===== config.mk =====
export PLATFORM = sky130hd
export DESIGN_NAME = hms_counter
export DESIGN_NICKNAME = d
export VERILOG_FILES = /design/src/rtl/hms_pkg.sv /design/src/rtl/bcd_mod_counter.sv /design/src/rtl/hms_counter.sv
export SDC_FILE = /design/constraint.sdc
export NUM_CORES = 1
export LEC_CHECK = 0
export CAP_MARGIN = 20
export CORE_AREA = 5 5 63 65
export CTS_BUF_LIST = sky130_fd_sc_hd__clkbuf_4 sky130_fd_sc_hd__clkbuf_8
export DETAILED_ROUTE_END_ITERATION = 10
export DIE_AREA = 0 0 68 70
export HOLD_SLACK_MARGIN = 0.03
export PLACE_DENSITY_LB_ADDON = 0.2
export SYNTH_ARGS = -nofsm -noshare
export SYNTH_HDL_FRONTEND = slang
export SYNTH_SLANG_ARGS = --single-unit

===== constraint.sdc =====
create_clock -name clk -period 3.3 [get_ports clk]
set_clock_uncertainty 0.05 [all_clocks]
set_input_delay 0.495 -clock clk [delete_from_list [all_inputs] [get_ports clk]]
set_output_delay 0.495 -clock clk [all_outputs]
set_load 0.05 [all_outputs]

===== src/rtl/hms_pkg.sv =====
// Shared state encodings, digit limits and BCD field widths for the
// hours/minutes/seconds counter.
package hms_pkg;

  typedef enum logic [1:0] {
    ST_RUN     = 2'd0,
    ST_PAUSE   = 2'd1,
    ST_SET_HR  = 2'd2,
    ST_SET_MIN = 2'd3
  } state_e;

  localparam int SEC_MAX   = 59;
  localparam int MIN_MAX   = 59;
  localparam int HR_MAX    = 23;

  localparam int ONES_W    = 4;
  localparam int MS_TENS_W = 3;
  localparam int HR_TENS_W = 2;

  function automatic logic [6:0] bcd_to_bin(input logic [2:0] tens,
                                            input logic [3:0] ones);
    return 7'(tens) * 7'd10 + 7'(ones);
  endfunction

endpackage


===== src/rtl/bcd_mod_counter.sv =====
// Two-digit BCD counter that wraps at MODULUS-1. Carry-out fires in the same
// cycle as the wrapping increment so chained counters roll over together.
module bcd_mod_counter
  import hms_pkg::*;
#(
  parameter int MODULUS = 60,
  parameter int TENS_W  = 3
) (
  input  logic              clk,
  input  logic              rst_n,
  input  logic              i_inc,
  input  logic              i_clr,
  output logic [TENS_W-1:0] o_tens,
  output logic [ONES_W-1:0] o_ones,
  output logic              o_carry
);

  localparam logic [TENS_W-1:0] TENS_MAX = TENS_W'((MODULUS - 1) / 10);
  localparam logic [ONES_W-1:0] ONES_MAX = ONES_W'((MODULUS - 1) % 10);

  logic [TENS_W-1:0] r_tens;
  logic [ONES_W-1:0] r_ones;
  logic              w_at_max;

  assign w_at_max = (r_tens == TENS_MAX) && (r_ones == ONES_MAX);
  assign o_carry  = i_inc && w_at_max && !i_clr;
  assign o_tens   = r_tens;
  assign o_ones   = r_ones;

  always_ff @(posedge clk or negedge rst_n) begin
    if (!rst_n) begin
      r_tens <= '0;
      r_ones <= '0;
    end else if (i_clr) begin
      r_tens <= '0;
      r_ones <= '0;
    end else if (i_inc) begin
      if (w_at_max) begin
        r_tens <= '0;
        r_ones <= '0;
      end else if (r_ones == ONES_W'(9)) begin
        r_tens <= r_tens + TENS_W'(1);
        r_ones <= '0;
      end else begin
        r_ones <= r_ones + ONES_W'(1);
      end
    end
  end

endmodule


===== src/rtl/hms_counter.sv =====
// 24-hour BCD clock with run/pause and hour/minute set modes.
// Optional alarm output is built only when macro HMS_ALARM_EN is defined.
module hms_counter
  import hms_pkg::*;
#(
  parameter int CLEAR_ON_SET = 1,
  parameter int ALARM_LEN    = 60
) (
  input  logic                 clk,
  input  logic                 reset,
  input  logic                 clk_1Hz,
  input  logic                 mode_btn,
  input  logic                 inc_btn,
  input  logic                 pause_btn,
`ifdef HMS_ALARM_EN
  input  logic [4:0]           alarm_hh,
  input  logic [5:0]           alarm_mm,
  input  logic                 alarm_en,
  output logic                 alarm_out,
`endif
  output logic [HR_TENS_W-1:0] hour_t,
  output logic [ONES_W-1:0]    hour_o,
  output logic [MS_TENS_W-1:0] min_t,
  output logic [ONES_W-1:0]    min_o,
  output logic [MS_TENS_W-1:0] sec_t,
  output logic [ONES_W-1:0]    sec_o,
  output logic [1:0]           state,
  output logic                 sec_pulse
);

  state_e r_state;
  state_e w_state_nxt;
  logic   w_enter_set;
  logic   w_sec_clr;

  logic   r_clk1_s;
  logic   r_clk1_d;
  logic   w_tick;
  logic   w_run_tick;
  logic   r_sec_pulse;

  logic   w_sec_co;
  logic   w_min_co;
  logic   w_min_inc;
  logic   w_hr_inc;
  logic   w_hr_carry_unused;

  // clk_1Hz is sampled once, then compared with its previous sample.
  always_ff @(posedge clk or negedge reset) begin
    if (!reset) begin
      r_clk1_s    <= 1'b0;
      r_clk1_d    <= 1'b0;
      r_sec_pulse <= 1'b0;
    end else begin
      r_clk1_s    <= clk_1Hz;
      r_clk1_d    <= r_clk1_s;
      r_sec_pulse <= w_run_tick;
    end
  end

  assign w_tick     = r_clk1_s && !r_clk1_d;
  assign w_run_tick = w_tick && (r_state == ST_RUN);
  assign sec_pulse  = r_sec_pulse;

  always_ff @(posedge clk or negedge reset) begin
    if (!reset) r_state <= ST_RUN;
    else        r_state <= w_state_nxt;
  end

  // mode_btn is checked first so it wins over a coincident pause_btn.
  always_comb begin
    w_state_nxt = r_state;
    w_enter_set = 1'b0;
    case (r_state)
      ST_RUN: begin
        if (mode_btn) begin
          w_state_nxt = ST_SET_HR;
          w_enter_set = 1'b1;
        end else if (pause_btn) begin
          w_state_nxt = ST_PAUSE;
        end
      end
      ST_PAUSE: begin
        if (mode_btn) begin
          w_state_nxt = ST_SET_HR;
          w_enter_set = 1'b1;
        end else if (pause_btn) begin
          w_state_nxt = ST_RUN;
        end
      end
      ST_SET_HR:  if (mode_btn) w_state_nxt = ST_SET_MIN;
      ST_SET_MIN: if (mode_btn) w_state_nxt = ST_RUN;
      default:    w_state_nxt = ST_RUN;
    endcase
  end

  assign state     = r_state;
  assign w_sec_clr = w_enter_set && (CLEAR_ON_SET != 0);

  // Minute carry only propagates to hours when driven by a seconds wrap,
  // never when the minute was bumped by inc_btn in set mode.
  assign w_min_inc = w_sec_co || ((r_state == ST_SET_MIN) && inc_btn);
  assign w_hr_inc  = (w_min_co && w_sec_co) || ((r_state == ST_SET_HR) && inc_btn);

  bcd_mod_counter #(.MODULUS(SEC_MAX + 1), .TENS_W(MS_TENS_W)) u_sec (
    .clk     (clk),
    .rst_n   (reset),
    .i_inc   (w_run_tick),
    .i_clr   (w_sec_clr),
    .o_tens  (sec_t),
    .o_ones  (sec_o),
    .o_carry (w_sec_co)
  );

  bcd_mod_counter #(.MODULUS(MIN_MAX + 1), .TENS_W(MS_TENS_W)) u_min (
    .clk     (clk),
    .rst_n   (reset),
    .i_inc   (w_min_inc),
    .i_clr   (1'b0),
    .o_tens  (min_t),
    .o_ones  (min_o),
    .o_carry (w_min_co)
  );

  // Day rollover has no consumer.
  bcd_mod_counter #(.MODULUS(HR_MAX + 1), .TENS_W(HR_TENS_W)) u_hr (
    .clk     (clk),
    .rst_n   (reset),
    .i_inc   (w_hr_inc),
    .i_clr   (1'b0),
    .o_tens  (hour_t),
    .o_ones  (hour_o),
    .o_carry (w_hr_carry_unused)
  );

`ifdef HMS_ALARM_EN
  localparam logic [7:0] ALARM_LEN_C = 8'(ALARM_LEN);

  logic       r_alarm;
  logic [7:0] r_alarm_cnt;
  logic       w_any_btn;
  logic       w_alarm_hit;

  assign w_any_btn   = mode_btn || inc_btn || pause_btn;
  assign w_alarm_hit = r_sec_pulse && (r_state == ST_RUN) && alarm_en &&
                       (bcd_to_bin({1'b0, hour_t}, hour_o) == {2'b00, alarm_hh}) &&
                       (bcd_to_bin(min_t, min_o) == {1'b0, alarm_mm}) &&
                       (sec_t == '0) && (sec_o == '0);

  // Alarm then stays up for ALARM_LEN further seconds unless cancelled.
  always_ff @(posedge clk or negedge reset) begin
    if (!reset) begin
      r_alarm     <= 1'b0;
      r_alarm_cnt <= '0;
    end else if (r_alarm && (w_any_btn || !alarm_en)) begin
      r_alarm     <= 1'b0;
      r_alarm_cnt <= '0;
    end else if (w_alarm_hit) begin
      r_alarm     <= 1'b1;
      r_alarm_cnt <= ALARM_LEN_C;
    end else if (r_alarm && r_sec_pulse) begin
      if (r_alarm_cnt <= 8'd1) r_alarm <= 1'b0;
      r_alarm_cnt <= r_alarm_cnt - 8'd1;
    end
  end

  assign alarm_out = r_alarm;
`endif

endmodule

# Word-level counts from Yosys, hierarchy flattened
# Index checks and enable logic that the tools add are counted.
[totals]
register_bits = 25
latchBits = 0
ram_bits = 0
rom_bits = 0
input_bits = 6
output_inout_bits = 23
wordCells = 80
memories = 0
[op_classes]
n_addsub = 6
mul = 0
div_mod_pow = 0
order_cmp = 0
eq_ne = 14
shift = 0
n_mux = 25
bitwise_logic = 0
reduce_logical = 25
[ops]
columns = ["cell", "count"]
rows = [
  ["4-bit 2-to-1 mux", 8],
  ["3-bit 2-to-1 mux", 6],
  ["2-bit 2-to-1 mux", 8],
  ["4-bit by 1-bit adder with 4-bit output (second input constant)", 3],
  ["4-bit == test (second input constant)", 3],
  ["1-bit logical AND", 11],
  ["2-bit case mux with 4 select lines", 1],
  ["3-bit by 1-bit adder with 3-bit output (second input constant)", 2],
  ["2-bit == test (second input constant)", 3],
  ["3-bit == test (second input constant)", 2],
  ["3-bit != test (second input constant)", 2],
  ["2-bit AND reduction", 3],
  ["2-bit nonzero test", 3],
  ["4-bit by 2-bit == test with 1-bit output (second input constant)", 1],
  ["2-bit != test (second input constant)", 2],
  ["4-bit AND reduction", 1],
  ["3-bit nonzero test", 1],
  ["2-bit by 1-bit adder with 2-bit output (second input constant)", 1],
  ["2-bit by 1-bit == test with 1-bit output (second input constant)", 1],
  ["1-bit zero test", 2],
  ["2-bit zero test", 1],
  ["1-bit logical OR", 2],
  ["1-bit 2-to-1 mux", 2],
  ["2-bit OR reduction", 1],
]

# Longest topological paths before layout
# Gate-level depths: netlist of run 1.
[depth]
word_depth = 10
depth_mapped = 7

# Hierarchy
# A second synthesis of run 1 with hierarchy kept.
[hier_totals]
cells_unflattened = 148
hier_area_um2 = 1483.9
[by_module_without_submodules]
columns = ["module", "n_inst", "cells_per_inst", "area_each_um2"]
rows = [
  ["bcd_mod_counter at u_min ...", 2, 44, 429.2],
  ["bcd_mod_counter at u_hr", 1, 41, 402.9],
  ["hms_counter", 1, 19, 222.7],
]

# Worst setup path before layout of run 1
# No wires, ideal clock.
[synth_path]
path_type = "reg2reg"
start = "register r_state[0], in the netlist state[0]"
end = "register u_min.r_ones[3], in the netlist u_min.o_ones[3]"
t_arrival_ns = 2.376
required_ns = 3.124
path_slack_ns = 0.748
stages_incl_launch_ff = 7
synth_period_minus_slack_ns = 2.552
path_cell_list = "dfrtp_1 -> buf_2 -> or4b_1 -> buf_6 -> o41ai_4 -> o21ai_1 -> a221o_1"
[synth_via]
elab_chain_cells = 6
[synth_lines]
columns = ["element", "line", "text"]
rows = [
  ["start: declaration", "hms_counter.sv:31", "state_e r_state;"],
  ["start signal: assignment", "hms_counter.sv:67", "else r_state <= w_state_nxt;"],
  ["2-bit by 1-bit == test with 1-bit output / 2-bit zero test (equally long branches)", "hms_counter.sv:74, hms_counter.sv:62", ""],
  ["2-bit OR reduction (no line)", "-", ""],
  ["1-bit 2-to-1 mux", "-", ""],
  ["1-bit zero test", "bcd_mod_counter.sv:26", "assign o_carry = i_inc && w_at_max && !i_clr;"],
  ["1-bit logical AND", "bcd_mod_counter.sv:26", ""],
  ["1-bit logical OR (*)", "hms_counter.sv:102", "assign w_min_inc = w_sec_co || ((r_state == ST_SET_MIN) && inc_btn);"],
  ["end signal: assignment", "bcd_mod_counter.sv:45", "r_ones <= r_ones + ONES_W'(1);"],
  ["end: declaration", "bcd_mod_counter.sv:22", "logic [ONES_W-1:0] r_ones;"],
]
# Mark *: on every way between the ends. The rest lies on a longest branch, timed or not.
# A chain may end at the register's enable or synchronous reset.

# Worst setup path in the final report of run 1
[layout_path]
start = "register r_state[1], in the netlist state[1]"
end = "register u_min.r_ones[3], in the netlist u_min.o_ones[3]"
# Same word-level chain as after synthesis.

==> flow_summary_export.csv, run 1 <==
group,metric,value,unit
run_status,status,"finished clean",
clocking,insertion_delay,0.32,ns
synthesis,ys_seq_elements,25,
timing,grt_setup_unrepaired,"no",
grt,antenna_found_initial,0,
clocking,postCtsSetupBuffers,0,
clocking,cts_tree,"done",
clocking,clock_path_buffers,2,
timing,setup_tns,0,ns
drt,drtPass1Iterations,4,
run,drv_cap,0,
placement,io_buffers,28,
timing,period_needed,2.46,ns
clocking,cts_sinks,25,
clocking,cts.repair.resized,0,
clocking,htree_levels,1,
grt,gr-total-overflow,0,
final_layout,fillerInstances,319,
clocking,cts_hold_buffers,0,
placement,globalplace.congestion,0.740,
drt,dr_total_vias,1089,
floorplan,die_x,68,um
setup_path,crit_required,3.47,ns
synthesis,synth-seq-area-share,44.2,%
final_layout,areaGrowthSynthToFinish,23.9,%
hold_path,hold_class,"flip-flop to flip-flop",
setup_path,path_max_fanout,10,
setup_path,end_kind,"flip-flop",
drt,remaining_drc_errors,0,
drt,drt-initial-drc-count,43,
drt,vias_per_cell,5.16,
setup_path,cp.arrival,2.63,ns
power,powerDensity,893,nW/um^2
final_layout,fin_cells,211,
floorplan,die_y,70,um
floorplan,rows,21,
timing,hold_viol_final,0,
timing,tightest_slew,0.542,ns
timing,timing.final.crit_share,74.4,%
clocking,cts_buffers,3,
grt,gr-usage-all-layers,12.6,%
placement,dpl.hpwl,2.08,mm
final_layout,antenna_cells,0,
synthesis,yosysWarnings,0,
synthesis,synthCells,137,
setup_path,worstSetupStartpointType,"flip-flop",
power,peakVddDrop,0.290,mV
placement,numPlacedInstances,207,
grt,grt_pass1_wl,4.71,mm
synthesis,synthDistinctLibCells,40,
floorplan,start_util,43.1,%
timing,setup_viol,0,
synthesis,synth_area_per_cell,10.3,um^2
drt,drt-total-wl,2.72,mm
synthesis,syn_area,1420,um^2
setup_path,critPathKind,"flip-flop to flip-flop",
floorplan,die_area,4760,um^2
clocking,cts-root-buf,"clkbuf_4",
timing,maxSlewViolCount,0,
timing,max-slew-margin-rel,63.8,%
clocking,clk_pin_slew_worst_paths,0.14,ns
drt,drt-wirelength-per-cell,12.9,um
synthesis,synth_nets,153,
power,cellLeakagePower,0.771,nW
floorplan,core,3280,um^2
drt,antenna_left,0,
final_layout,drive_gt1_share,9.09,%
timing,finalHoldWorstSlack,0.358,ns
final_layout,finish.net_count,182,
grt,grt_pass1_vias,1069,
grt,grt_max_degree,26,
timing,max_freq,407,MHz
floorplan,io_pins,29,
-- worst max-delay path: stages (launching register included) --
cell and delay (ns):
dfrtp_1 0.49, or4b_1 0.71, o41ai_4 0.61, o21ai_1 0.13, a221o_1 0.36
-- power by group --
| group | switching, mW | total, mW | internal [mW] |
|---|---|---|---|
| clock network | 0.0943 | 0.140 | 0.0454 |
| logic | 0.550 | 0.885 | 0.335 |
| registers | 0.137 | 0.540 | 0.403 |
| total | 0.781 | 1.56 | 0.783 |
-- metrics by stage --
step | area (um^2) | util, % | setup WS, ns | total power [mW]
floorplan | 1420 | - | 0.748 | 1.18
global placement | 1730 | 52.5 | 0.928 | 1.42
detailed placement | 1730 | 52.5 | 0.884 | 1.44
CTS | 1750 | 53.4 | 0.827 | 1.58
global route | 1750 | 53.4 | 0.678 | 1.68
finish | 1750 | 53.4 | 0.845 | 1.56
-- cell families after synthesis --
kind of cell / share of synthesized area (%)
and+or+nand+nor: 17.9
buffers and inverters: 5.13
adders and majority gates: 8.84
xor gates and xnor gates: 1.24
AOI/OAI and AO/OA: 16.4
DFF: 44.2
muxes: 6.28
-- cell usage after synthesis, drive strengths merged --
cell | instances | area, um^2
a211oi | 1 | 7.51
a21oi | 6 | 30.0
a221o | 1 | 10.0
a31oi | 1 | 6.26
a41o | 1 | 10.0
and2b | 1 | 7.51
and3 | 2 | 12.5
and3b | 1 | 8.76
buf | 4 | 31.3
clkbuf | 1 | 3.75
dfrtp | 25 | 626
ha | 10 | 125
inv | 10 | 37.5
mux2 | 7 | 78.8
mux2i | 1 | 10.0
nand2 | 13 | 48.8
nand2b | 2 | 12.5
nand3 | 4 | 20.0
nand3b | 1 | 7.51
nand4b | 2 | 17.5
nand4bb | 1 | 11.3
nor2 | 9 | 33.8
nor3b | 3 | 22.5
nor4 | 1 | 21.3
nor4b | 1 | 8.76
o21a | 2 | 15.0
o21ai | 14 | 70.1
o21bai | 1 | 7.51
o221ai | 1 | 8.76
o22a | 1 | 8.76
o22ai | 1 | 6.26
o2bb2ai | 2 | 17.5
o31ai | 1 | 7.51
o41ai | 1 | 27.5
or4b | 2 | 20.0
xor2 | 2 | 17.5
-- metal layers --
metal / wire [um] / vias to the layer above / GRT usage [%]
met4: 37 / 0 / 5.08
met5: 0 / - / 0
met1: 1270 / 515 / 16.5
met3: 88 / 4 / 2.56
li1: - / 548 / -
met2: 1330 / 22 / 19.8
-- path summary, 6_finish.rpt --
check	slack, ns	end	from	depth (start not counted)
max in group asynchronous	2.49	u_min.o_tens[0]	reset	2
max reg2reg	0.84	u_min.o_ones[3]	state[1]	4
min in group asynchronous	0.47	u_min.o_ones[1]	reset	2
min reg2reg	0.36	r_clk1_d	r_clk1_s	0
max	0.84	u_min.o_ones[3]	state[1]	4
min	0.36	r_clk1_d	r_clk1_s	0
-- placed cells by master, fill, tap and decap left out, types with 3 or more instances in the layout --
cell	netlist	final
ha_1	10	10
clkbuf_4	0	3
dfrtp_1	25	25
inv_1	10	10
clkdlybuf4s50_1	0	28
nor2_1	9	9
mux2_2	7	7
nand2_1	13	13
a21oi_1	6	6
nand3_1	4	4
o21ai_0	13	13
nor3b_1	3	3
-- area by class of cell --
class	instances	area, um^2	share of cell area (%)
clock inverter	1	5.00	0.286
sequential	25	626	35.7
multi-input combinational	97	717	40.9
tap	46	57.6	3.28
inverter	10	37.5	2.14
timing repair buffer	29	288	16.4
clock buffer	3	22.5	1.28
-- registers in the layout, summed over array words and instances, names as in the netlist --
name	flops
u_sec.o_ones	4
sec_pulse	1
state	2
u_hr.o_ones	4
u_sec.o_tens	3
r_clk1_d	1
u_min.o_tens	3
r_clk1_s	1
u_min.o_ones	4
u_hr.o_tens	2
Note: power is estimated with default switching activity, not from simulation.
==> inputs of run 2 (changes only) <==
- clock period: 3.3 -> 2.56 ns (I/O delays scaled with it)
==> run 2 against run 1 <==
Effect of this change: combinational power up 36%; register-to-register slack lost 0.63 ns; first-iteration DRC count is 21% lower; utilization is 0.53 points higher; design area rose by 1.0%; critical path type unchanged; largest power group unchanged.
==> flow_summary_export.csv, run 2 (synthesis gave the netlist of run 1 again) <==
group,metric,value,unit
run_status,status,"finished clean",
grt,grt_pass1_wl,4.66,mm
grt,grt_pass1_vias,1055,
timing,grt_setup_unrepaired,"no",
setup_path,cp_cell_sequence,"or4b_1 -> o41ai_4 -> o21ai_1 -> a221o_1",
setup_path,cpMaxStageDelayCell,"or4b_1",
grt,grt_max_degree,26,
final_layout,drive_gt1_share,10.2,%
floorplan,die_x,68,um
hold_path,hold_class,"input pin to asynchronous set/reset pin",
timing,setup_viol,0,
clocking,htree_levels,1,
clocking,cts-root-buf,"clkbuf_4",
setup_path,crit_required,2.73,ns
grt,antenna_found_initial,0,
drt,vias_per_cell,5.15,
timing,tightest_slew,0.529,ns
floorplan,rows,21,
power,cellLeakagePower,0.776,nW
power,peakVddDrop,0.525,mV
setup_path,max_stage_delay,0.69,ns
clocking,cts_tree,"done",
clocking,postCtsSetupBuffers,0,
final_layout,mostFrequentLayoutCell,"clkdlybuf4s50_1",
drt,remaining_drc_errors,0,
placement,globalplace.congestion,0.814,
setup_path,critPathTopFamily,"compound AO/OA/AOI/OAI gates",
setup_path,path_max_fanout,9,
timing,max_freq,426,MHz
setup_path,cp.arrival,2.52,ns
clocking,insertion_delay,0.33,ns
clocking,clk_pin_slew_worst_paths,0.15,ns
final_layout,layout_common_cells,"clkdlybuf4s50_1 (28), dfrtp_1 (25), nand2_1 (13), o21ai_0 (13)",
placement,io_buffers,28,
floorplan,start_util,43.1,%
drt,drtPass1Iterations,4,
drt,dr_total_vias,1098,
grt,gr-usage-all-layers,12.6,%
floorplan,core,3280,um^2
clocking,clock_path_buffers,2,
drt,antenna_left,0,
run,drv_cap,0,
drt,drt-wirelength-per-cell,13.5,um
setup_path,regToRegEndpoint,"u_min.o_ones[3]",
setup_path,end_kind,"flip-flop",
clocking,cts.repair.resized,0,
clocking,cts_hold_buffers,0,
floorplan,die_y,70,um
timing,setup_tns,0,ns
setup_path,rr_worst_depth,4,
drt,drt-total-wl,2.87,mm
timing,hold_viol_final,0,
power,powerDensity,1160,nW/um^2
setup_path,worst-path-buf-inv,0,
setup_path,critPathKind,"flip-flop to flip-flop",
timing,period_needed,2.35,ns
clocking,cts_buffers,3,
final_layout,finish.net_count,184,
grt,gr-total-overflow,0,
setup_path,r2r-start,"state[1]",
clocking,cts_sinks,25,
timing,timing.final.crit_share,91.7,%
floorplan,die_area,4760,um^2
final_layout,areaGrowthSynthToFinish,25.1,%
setup_path,crit_start,"state[1]",
timing,max-slew-margin-rel,64.6,%
drt,drt-initial-drc-count,34,
power,total_power,2.05,mW
final_layout,antenna_cells,0,
timing,maxSlewViolCount,0,
setup_path,r2r_setup_slack,0.21,ns
floorplan,io_pins,29,
setup_path,worstSetupStartpointType,"flip-flop",
placement,dpl.hpwl,2.19,mm
run 2: cell count changes in the layout (fill, tap and decap cells not counted), sizes merged:
cell	previous run	this run
buf	1	3
clkinvlp	0	1
clkinv	1	0
run 2: worst max path at each step:
stage,depth (start not counted),end,slack [ns]
2_1_floorplan,6,u_min.o_ones[3],0.008
3_3_place_gp,4,u_min.o_ones[3],0.29
3_5_place_dp,4,u_min.o_ones[3],0.23
4_1_cts,4,u_min.o_ones[3],0.20
5_1_grt,4,u_min.o_ones[3],0.08
6_report,4,u_min.o_ones[3],0.21
run 2: metrics by stage:
stage	worst slack, ns	area [um^2]	cells	hold WS, ns	util [%]
3_5_place_dp	0.231	1740	209	0.339	53.0
5_1_grt	0.0801	1770	213	0.351	53.9
6_report	0.213	1770	213	0.345	53.9
4_1_cts	0.204	1770	213	0.348	53.9
3_3_place_gp	0.292	1740	209	0.341	53.0
2_1_floorplan	0.00763	1420	137	0.0384	-
run 2: final cells by class:
cell class / count / area, um^2
Fill cell: 294 / 1510
Multi-Input combinational cell: 97 / 717
Sequential cell: 25 / 626
Timing Repair Buffer: 31 / 303
Tap cell: 46 / 57.6
Inverter: 10 / 37.5
Clock buffer: 3 / 22.5
Clock inverter: 1 / 7.51
run 2: layer usage:
metal / vias up / track usage, % / wire length (um)
li1: 548 / - / -
met1: 519 / 15.7 / 1280
met2: 25 / 20.4 / 1430
met3: 6 / 2.40 / 117
met4: 0 / 5.74 / 44
met5: - / 0 / 0
run 2: where the power goes:
part	switching, mW	internal, mW	leakage, nW
registers	0.152	0.519	0.311
logic	0.746	0.452	0.451
clock network	0.126	0.0598	0.0139
run 2: worst reg2reg max path, stage by stage (launching register included):
cell and delay, ns:
dfrtp_1 0.40, or4b_1 0.69, o41ai_4 0.61, o21ai_1 0.14
a221o_1 0.36
==> inputs of run 3 (changes only) <==
- CORE_AREA: 5 5 63 65 -> 5 5 58 60
- DIE_AREA: 0 0 68 70 -> 0 0 63 65
==> run 3 against run 2 <==
Effect of this change: routed wire length fell by 2.3%; register-to-register slack improved by 0.03 ns; clock-buffer cell count rose by 1; largest cell class unchanged; sequential share of layout area rose by 0.33 points; via count fell by 0.55%; worst setup slack improved by 0.034 ns; non-clock buffer count did not move; sequential power barely moved; clock power barely moved; worst hold slack improved by 0.027 ns.
==> flow_summary_export.csv, run 3 (synthesis gave the netlist of run 1 again) <==
group,metric,value,unit
final_layout,postLayoutCoreUtil,61.0,%
final_layout,areaGrowthSynthToFinish,24.0,%
setup_path,end_kind,"flip-flop",
clocking,cts.repair.resized,0,
clocking,cts_hold_buffers,0,
hold_path,hold_class,"input pin to asynchronous set/reset pin",
final_layout,mostFrequentLayoutCell,"clkdlybuf4s50_1",
power,cellLeakagePower,0.781,nW
floorplan,io_pins,29,
grt,grt_max_degree,26,
floorplan,die_area,4100,um^2
timing,tightest_slew,0.557,ns
final_layout,drive_gt1_share,10.2,%
clocking,postCtsSetupBuffers,0,
power,total_power,2.06,mW
run,drv_cap,0,
setup_path,cp.arrival,2.47,ns
floorplan,start_util,49.2,%
setup_path,critPathKind,"flip-flop to flip-flop",
placement,io_buffers,28,
placement,dpl.hpwl,2.12,mm
grt,grt_pass1_wl,5.04,mm
placement,numPlacedInstances,196,
grt,met3_usage,2.77,%
clocking,cts_buffers,3,
clocking,htree_levels,1,
drt,drtPass1Iterations,4,
power,pwr-share-clk,9.0,%
grt,use_met1,19.3,%
power,power_switching,1.02,mW
drt,dr_total_vias,1092,
final_layout,finish.net_count,184,
grt,grt_busiest_layer,"met2",
run_status,status,"finished clean",
floorplan,core,2880,um^2
power,seq_power_share,32.6,%
drt,remaining_drc_errors,0,
grt,gr-usage-all-layers,14.7,%
timing,maxSlewViolCount,0,
power,powerDensity,1170,nW/um^2
clocking,insertion_delay,0.31,ns
timing,max-slew-margin-rel,62.8,%
placement,globalplace.congestion,0.802,
setup_path,path_max_fanout,9,
final_layout,layout_common_cells,"clkdlybuf4s50_1 (28), dfrtp_1 (25), nand2_1 (13), o21ai_0 (13)",
grt,antenna_found_initial,0,
setup_path,r2r_setup_slack,0.25,ns
floorplan,rows,20,
drt,drt-total-wl,2.80,mm
power,internal_power,1.04,mW
power,peakVddDrop,0.776,mV
clocking,cts_tree,"done",
grt,gr-total-overflow,0,
floorplan,die_x,63,um
setup_path,crit_required,2.72,ns
power,pwr-share-comb,58.4,%
drt,vias_per_cell,5.46,
clocking,cts-root-buf,"clkbuf_4",
placement,place_ws,0.250,ns
timing,setup_viol,0,
clocking,clk_pin_slew_worst_paths,0.14,ns
timing,period_needed,2.31,ns
timing,fin_ws,0.247,ns
drt,antenna_left,0,
final_layout,fin_area,1750,um^2
grt,grt.met2_usage,25.3,%
timing,finalHoldWorstSlack,0.372,ns
drt,drt-initial-drc-count,84,
setup_path,worstSetupStartpointType,"flip-flop",
timing,grt_setup_unrepaired,"no",
timing,timing.final.crit_share,90.3,%
floorplan,die_y,65,um
drt,drt-wirelength-per-cell,14.0,um
final_layout,fin_cells,200,
clocking,cts_sinks,25,
timing,max_freq,432,MHz
final_layout,antenna_cells,0,
placement,dpl_cell_area,1720,um^2
timing,setup_tns,0,ns
clocking,clock_path_buffers,2,
grt,grt_pass1_vias,1093,
timing,hold_viol_final,0,
power,swShare,49.3,%
-- run 3: cell type report --
type / count / area [um^2]
fillers: 233 / 1120
multi-input cells: 97 / 717
flip-flops and latches: 25 / 626
repair buffers: 31 / 303
well taps: 33 / 41.3
inverters: 10 / 37.5
clock buffers: 4 / 30.0
-- run 3: path summary, 6_finish.rpt --
kind,startpoint,to,cells past startpoint
max,state[1],u_min.o_ones[3],4
min,reset,u_hr.o_ones[2],2
max reg2reg,state[1],u_min.o_ones[3],4
min reg2reg,r_clk1_s,r_clk1_d,0
max in group asynchronous,reset,u_sec.o_tens[0],2
min in group clk,r_clk1_s,r_clk1_d,0
-- run 3: routing by layer --
layer | wire length, um | vias to the layer above
li1 | - | 546
met1 | 1280 | 526
met2 | 1430 | 18
met3 | 85 | 2
met4 | 13 | 0
met5 | 0 | -
-- run 3: power groups by stage --
stage                     Clock [mW]  Sequential, mW  Combinational [mW]
after floorplan                    0            1.08               0.435
after global placement             0           0.669                1.19
after detailed placement           0           0.681                1.21
after CTS                      0.191           0.672                1.21
after global routing           0.209           0.704                1.29
final                          0.186           0.671                1.20
-- run 3: worst max-delay path: stages (launching register included) --
cell and delay (ns):
dfrtp_1 0.40, or4b_1 0.68, o41ai_4 0.59, o21ai_1 0.14
a221o_1 0.36
